### config.mk
export PLATFORM = sky130hd
export DESIGN_NAME = tmr_vote_ctrl
export DESIGN_NICKNAME = d
export VERILOG_FILES = /design/src/rtl/tmr_vote_ctrl.sv
export SDC_FILE = /design/constraint.sdc
export NUM_CORES = 1
export LEC_CHECK = 0
export ABC_AREA = 1
export BUFFER_PORTS_ARGS = -buffer_cell sky130_fd_sc_hd__buf_2
export CAP_MARGIN = 20
export CORE_ASPECT_RATIO = 1.4
export CORE_UTILIZATION = 55
export DETAILED_ROUTE_END_ITERATION = 8
export PLACE_DENSITY = 0.76
export SYNTH_ARGS = -nofsm -noshare
export SYNTH_HDL_FRONTEND = slang
export SYNTH_SLANG_ARGS = --single-unit
### constraint.sdc
create_clock -name CLK -period 4.3 [get_ports CLK]
set_input_delay 0.43 -clock CLK [delete_from_list [all_inputs] [get_ports CLK]]
set_output_delay 0.43 -clock CLK [all_outputs]
set_load 0.05 [all_outputs]
### src/rtl/tmr_vote_ctrl.sv
// Sequencing controller for a triple-modular-redundant channel set: collects one
// word per channel, votes 2-of-3, tracks per-channel errors and retires bad channels.
module tmr_vote_ctrl #(
  parameter int W      = 8,
  parameter int TMO    = 15,
  parameter int ERR_TH = 3,
  parameter int CW     = 4
) (
  input  logic         CLK,
  input  logic         RN,
  input  logic [W-1:0] A_D,
  input  logic [W-1:0] B_D,
  input  logic [W-1:0] C_D,
  input  logic         A_V,
  input  logic         B_V,
  input  logic         C_V,
  output logic         ACK,
  output logic [W-1:0] Q,
  output logic         Q_V,
  input  logic         Q_R,
  output logic [2:0]   MIS,
  output logic         UNC,
  output logic [2:0]   FAIL,
  input  logic         CLR_F
);

  localparam logic [1:0] S_IDLE    = 2'd0;
  localparam logic [1:0] S_COLLECT = 2'd1;
  localparam logic [1:0] S_VOTE    = 2'd2;
  localparam logic [1:0] S_OUT     = 2'd3;

  localparam logic [CW-1:0] CNT_MAX = {CW{1'b1}};

  logic [1:0]    r_state;
  logic [7:0]    r_timer;
  logic [2:0]    r_have;
  logic [W-1:0]  r_snap [3];
  logic [CW-1:0] r_cnt  [3];
  logic [2:0]    r_fail;
  logic [W-1:0]  r_q;
  logic [2:0]    r_mis;
  logic          r_unc;
  logic          r_qv;

  logic [W-1:0]  w_din [3];
  logic [2:0]    w_act;
  logic [2:0]    w_new;
  logic [2:0]    w_have_nx;
  logic [1:0]    w_nact;
  logic          w_all_in;
  logic          w_collecting;
  logic [2:0]    w_pres;
  logic [W-1:0]  w_maj;
  logic [W-1:0]  w_x;
  logic [W-1:0]  w_y;
  logic [W-1:0]  w_q;
  logic [2:0]    w_mis;
  logic          w_unc;
  logic [CW-1:0] w_cnt_inc [3];

  assign w_din[0] = A_D;
  assign w_din[1] = B_D;
  assign w_din[2] = C_D;

  assign w_act        = ~r_fail;
  assign w_collecting = (r_state == S_IDLE) || (r_state == S_COLLECT);
  assign w_new        = {C_V, B_V, A_V} & w_act & ~r_have & {3{w_collecting}};
  assign w_have_nx    = r_have | w_new;
  assign w_nact       = {1'b0, w_act[0]} + {1'b0, w_act[1]} + {1'b0, w_act[2]};
  assign w_all_in     = ((w_have_nx & w_act) == w_act);

  assign w_pres = r_have & w_act;
  assign w_maj  = (r_snap[0] & r_snap[1]) | (r_snap[0] & r_snap[2]) | (r_snap[1] & r_snap[2]);
  // With exactly two present, w_x is the lower-indexed one and w_y the other.
  assign w_x    = w_pres[0] ? r_snap[0] : r_snap[1];
  assign w_y    = w_pres[2] ? r_snap[2] : r_snap[1];

  // NOTE: every always_comb output gets a default first so no path leaves it unassigned (no latch).
  always_comb begin
    w_q   = '0;
    w_mis = w_act & ~w_pres;
    w_unc = 1'b1;
    case (w_pres)
      3'b111: begin
        w_q   = w_maj;
        w_mis = {r_snap[2] != w_maj, r_snap[1] != w_maj, r_snap[0] != w_maj};
        w_unc = 1'b0;
      end
      3'b011, 3'b101, 3'b110: begin
        w_q = w_x;
        if (w_x == w_y) begin
          w_unc = 1'b0;
        end else begin
          w_mis = w_act;
        end
      end
      3'b001:  w_q = r_snap[0];
      3'b010:  w_q = r_snap[1];
      3'b100:  w_q = r_snap[2];
      default: w_q = '0;
    endcase
  end

  always_comb begin
    for (int i = 0; i < 3; i++) begin
      w_cnt_inc[i] = (r_cnt[i] == CNT_MAX) ? r_cnt[i] : r_cnt[i] + 1'b1;
    end
  end

  // NOTE: snapshot data is not reset; r_have qualifies it, so stale contents are never used.
  always_ff @(posedge CLK) begin
    for (int i = 0; i < 3; i++) begin
      if (w_new[i]) r_snap[i] <= w_din[i];
    end
  end

  // NOTE: sequential state uses non-blocking assignments so all registers update together.
  always_ff @(posedge CLK) begin
    if (!RN) begin
      r_state <= S_IDLE;
      r_timer <= '0;
      r_have  <= '0;
      r_q     <= '0;
      r_mis   <= '0;
      r_unc   <= 1'b0;
      r_qv    <= 1'b0;
    end else begin
      case (r_state)
        S_IDLE: begin
          r_timer <= '0;
          r_have  <= w_have_nx;
          if (w_new != 3'b000) begin
            r_state <= (w_nact < 2'd2 || w_all_in) ? S_VOTE : S_COLLECT;
          end
        end
        S_COLLECT: begin
          r_have  <= w_have_nx;
          r_timer <= r_timer + 8'd1;
          if (w_all_in || r_timer == 8'(TMO - 1)) r_state <= S_VOTE;
        end
        S_VOTE: begin
          r_q     <= w_q;
          r_mis   <= w_mis;
          r_unc   <= w_unc;
          r_qv    <= 1'b1;
          r_state <= S_OUT;
        end
        default: begin
          if (r_qv && Q_R) begin
            r_qv    <= 1'b0;
            r_have  <= '0;
            r_state <= S_IDLE;
          end
        end
      endcase
    end
  end

  // Error bookkeeping; a clear request overrides any update from a coincident vote.
  always_ff @(posedge CLK) begin
    if (!RN || CLR_F) begin
      r_fail <= '0;
      for (int i = 0; i < 3; i++) r_cnt[i] <= '0;
    end else if (r_state == S_VOTE) begin
      for (int i = 0; i < 3; i++) begin
        if (w_mis[i] && w_act[i]) begin
          r_cnt[i] <= w_cnt_inc[i];
          if (w_cnt_inc[i] >= CW'(ERR_TH)) r_fail[i] <= 1'b1;
        end
      end
    end
  end

  assign ACK  = (r_state == S_VOTE);
  assign Q    = r_q;
  assign Q_V  = r_qv;
  assign MIS  = r_mis;
  assign UNC  = r_unc;
  assign FAIL = r_fail;

endmodule

Yosys cells after proc, flatten, opt, wreduce, memory -nomap -nowiden
Memories as Yosys holds them, arrays and structs flattened. Index checks and enable logic that the tools add are counted.

Flip-flop bits (word level): 29. Latch bits: 0. Memory bits (writable): 36. ROM bits: 0. Input bits: 31. Output and inout bits: 17. Word-level logic and storage cells: 128. Memories: 2.

Memories: r_snap (words 3, width 8, rd ports 3, clocked after memory_dff 0, wr ports 3, line 37) `logic [W-1:0] r_snap [3];`; r_cnt (words 3, width 4, rd ports 3, clocked after memory_dff 0, wr ports 3, line 38) `logic [CW-1:0] r_cnt [3];`.

$add $sub $neg: 6. $mul: 0. Div/mod/pow operators: 0. Order comparisons: 4. Equal/unequal tests: 20. Shift-type cells: 0. Multiplexer cells: 43. Bitwise gates (word level): 20. Reduce and logical (&&, ||, !) cells: 23.

Operators by type and width (number): 8-bit case mux with 5 select lines (1); 8-bit bitwise AND (3); 4-bit 2-to-1 mux (6); 8-bit != test (3); 1-bit 2-to-1 mux (22); 3-bit bitwise AND (6); 8-bit 2-to-1 mux (2); 8-bit OR (2); 8-bit case mux with 2 select lines (1); 4-bit by 1-bit adder with 4-bit output, second input constant (3); 3-bit == test, second input constant (4); 4-bit == test, second input constant (3); 4-bit by 2-bit greater-or-equal comparator with 1-bit output, second input constant (3); 3-bit case mux with 2 select lines (2); 3-bit AND reduction (4); 3-bit NOT (3); 8-bit by 1-bit adder with 8-bit output, second input constant (1); 8-bit by 4-bit == test with 1-bit output, second input constant (1); 8-bit == test (1); 2-bit 2-to-1 mux (4); 3-bit by 2-bit == test with 1-bit output, second input constant (2); 3-bit 2-to-1 mux (2); 2-bit case mux with 3 select lines (1); 2-bit nonzero test (3); other kinds (21) (33).

Logic depth before layout (Yosys ltp)
Word-level depth: 12. Depth in mapped cells: 17. Depth with buffers taken out: 15.

Worst setup path after synthesis
OpenSTA, ideal clock, no wires.

Kind: register -> register. Start point: register r_fail[2], in the netlist FAIL[2]. End point: memory r_cnt[2][0], in the netlist r_cnt[0][8], data pin. Arrival: 2100 ps. Required time: 4041 ps. Setup slack: 1941 ps. Stages on the path, launching flop included: 18. Buffers on the path: 2. Path through: dfxtp_1 -> inv_2 -> nand2_4 -> buf_6 -> nand2_1 -> o21ai_1 -> nand2_1 -> nand2_1 -> nand2_2 -> nor2_4 -> nand3_1 -> nand2_1 -> nand2_1 -> nand2_2 -> nand3_2 -> nand2_2 -> buf_6 -> nor2_2.

RTL lines: start, declared (line 39) `logic [2:0] r_fail;`; start signal, assigned (line 162) `r_fail <= '0;`; start signal, assigned by index (line 168) `if (w_cnt_inc[i] >= CW'(ERR_TH)) r_fail[i] <= 1'b1;`; end, declared (line 38).

==> impl_results.md <==
* Leading post-synthesis cells by cell area: edfxtp_1, nand2_1, dfxtp_1
* Final hold violation count at 0
* CTS hold repair buffers at 0
* Number of synthesized flops with an enable pin at 36
* Power Density at 589 mW/mm2
* # IOs at 48
* Post-route cell area at between 0.004 and 0.005 mm2
* Clock Sink Count at 65
* Largest net degree at the start of global routing at 23
* Final WS setup at 1450 ps
* DP Worst Slack at 1510 ps
* Max-slew violation count at 0
* CTS buffer count at 9
* Placed Area at 0.00445 mm2
* Port Buffers at 47
* Filler cell count at 668
* Worst reg2reg path startpoint: FAIL[0]
* Setup Buffers After CTS at 0
* Hold path cells at 1
* H-tree depth at 3
* Max Root-Sink Buffers at 2
* Initial antenna violation count at 0
* Status: finished clean
* Final min period at about 2800 ps
* Antenna Cells at 0
* Max_cap viols at 0
* Total GRT Usage at 31.1%
* Die height at 105 um
* Via/cell ratio at 5.63
* Critical R2R Capture: r_cnt[0][7]
* Crit path required time at 4410 ps
* Worst Max-Slew Pin Slew at 1010 ps
* Synth warn at 0
* Number of global-route vias before repair at 3736
* WP data arrival at 2950 ps
* Drt total wl at 11400 um
* Vias at 4112
* FF-to-FF setup slack at 1450 ps
* Post-synth top cells: nand2_1, inv_1, o21ai_0
* Finished Core Util at 63.6%
* Core ar. at 0.00736 mm2
* Ratio of final minimum period to clock period at 66.2%
* CP startpoint: FAIL[0]
* Top-area cell type share of the netlist area at between 20% and 30%
* CTS clock-pin slew for the worst setup and hold paths at 80 ps
* Worst min-delay path class: in -> reg
* Total Neg Setup Slack at 0 ps
* Rows at 37
* Clk_skew at 11.0 ps
* Net count reported at finish at 669
* Pre-antenna DRT Iters at 6
* Reg2Reg Depth at 12
* Synth cell types at between 40 and 50
* Clock latency on the worst-skew pair at 360 ps
* Initial Util at 56.7%
* Seq cells post-synth at 65
* Remaining Overflow, GRT at 0
* Worst slew margin at 32.1%
* Synth Flop Type: edfxtp_1
* Synthesized net count at 622
* Max IR drop VDD at ~0.35 mV
* Setup crit end kind: register
* Crit-path max FO at 20
* Final Setup Violations at 0
* Mean Syn Cell Area at about 7 um2
* Die Width at 75.6 um
* DRC at 0
* Antenna violation net count after detailed routing at 0
* Area Growth Syn to Fin at 12.1%
* Fmax at around 0.35 GHz
* Cell Area, Synth at approximately 0.0042 mm2
* Initial DRC count at 370
* First-pass GRT wire length at 18100 um
* Critical path launch point type: register
* Most common cell in the synthesized netlist: nand2_1
* Die area at 0.00795 mm2
* Leak at roughly 2.1 nW
* Seq/Total Area, Yosys at about two fifths
* Setup Crit Path Kind: reg -> reg
* Critical hold path startpoint: B_D[1]
* Share of cells above drive strength 1 at 15.5%
* Asr flop ratio synth at 0%
* PostCTS Resize Cnt at 0
* Post-DP HPWL at 8670 um
* Clk root buf: clkbuf_8
* GP Congestion at between 0.9 and 1
* Worst hold endpoint: r_snap[0][9]
* TritonCTS clock tree: yes
* Cell count after synthesis at 581
* WL/cell at around 16 um
* Yosys top cell by area: edfxtp_1
* RSZ-0062 raised after global routing: false
-- cell type report --
type | instances | area, um2 | area share [%]
Multi-Input combinational cell | 439 | 2180 | 46.5
Sequential cell | 65 | 1660 | 35.5
Timing Repair Buffer | 49 | 250 | 5.34
Inverter | 64 | 240 | 5.13
Clock buffer | 11 | 174 | 3.71
Tap cell | 97 | 121 | 2.59
Clock inverter | 5 | 57.6 | 1.23
-- stage by stage --
stage               total power [W]  hold slack (ps)  std cells
detailed placement          0.00216              455        714
CTS                         0.00275              229        730
finish                      0.00276              237        730
global route                0.00296              219        730
floorplan                   0.00186              443        581
global placement            0.00214              451        714
-- sequential cells by signal (all words and copies together), names as in the netlist, 2 cells and up --
name	cells
r_snap	24
r_cnt	12
Q	8
r_timer	8
FAIL	3
MIS	3
r_have	3
r_state	2
-- cells in the final DEF (no fill, tap or decap), types with 11 or more instances in the layout --
cell / count
nand2_1: 171
inv_1: 58
o21ai_0: 48
buf_2: 47
a21oi_1: 44
nand3_1: 40
nor2_1: 37
edfxtp_1: 36
dfxtp_1: 29
nor2_2: 14
o22ai_1: 11
-- worst max-delay path by stage --
| stage | endpoint | slack (ps) |
|---|---|---|
| final | r_cnt[0][7] | 1450 |
| after global routing | r_cnt[0][11] | 1190 |
| after CTS | r_cnt[0][7] | 1500 |
| after detailed placement | r_cnt[0][7] | 1510 |
| after global placement | r_cnt[0][11] | 1530 |
| after floorplan | r_cnt[0][8] | 1940 |
-- logic make-up (layout without fill, tap and decap cells) --
group / count (synthesis) / count (layout) / synth area share [%]
simple gates: 289 / 289 / 29.8
buf+inv: 77 / 129 / 8.06
xor+xnor: 5 / 5 / 1.05
flops: 65 / 65 / 39.8
fa+ha+maj: 10 / 10 / 3.00
mux: 1 / 1 / 0.240
compound gates: 134 / 134 / 18.0
-- power by group --
part,internal (W),total [W],leakage (nW),switching (W)
Combinational,0.000358,0.00122,1.42,0.000864
Clock,0.000338,0.000593,0.116,0.000255
Sequential,0.000805,0.000942,0.597,0.000137
-- per-layer routing --
metal | GRT usage, % | up-vias | share of wire (%)
li1 | - | 2046 | -
met1 | 38.7 | 1870 | 41
met2 | 50.1 | 167 | 49
met3 | 7.14 | 29 | 6.6
met4 | 13.8 | 0 | 3.5
met5 | 0 | - | 0
-- worst max-delay path, cell delays in order, from the launching register on --
cell     delay (ps)
dfxtp_1         360
inv_2           190
nand2_1         480
nand2_2         350
inv_2            70
nor2_4          170
nand2_2         220
o21ai_1         150
nand2_1          90
nand2_2          90
nand3_2          80
nand2_2         260
nor2_1           70
Note: power is estimated with default switching activity, not from simulation.
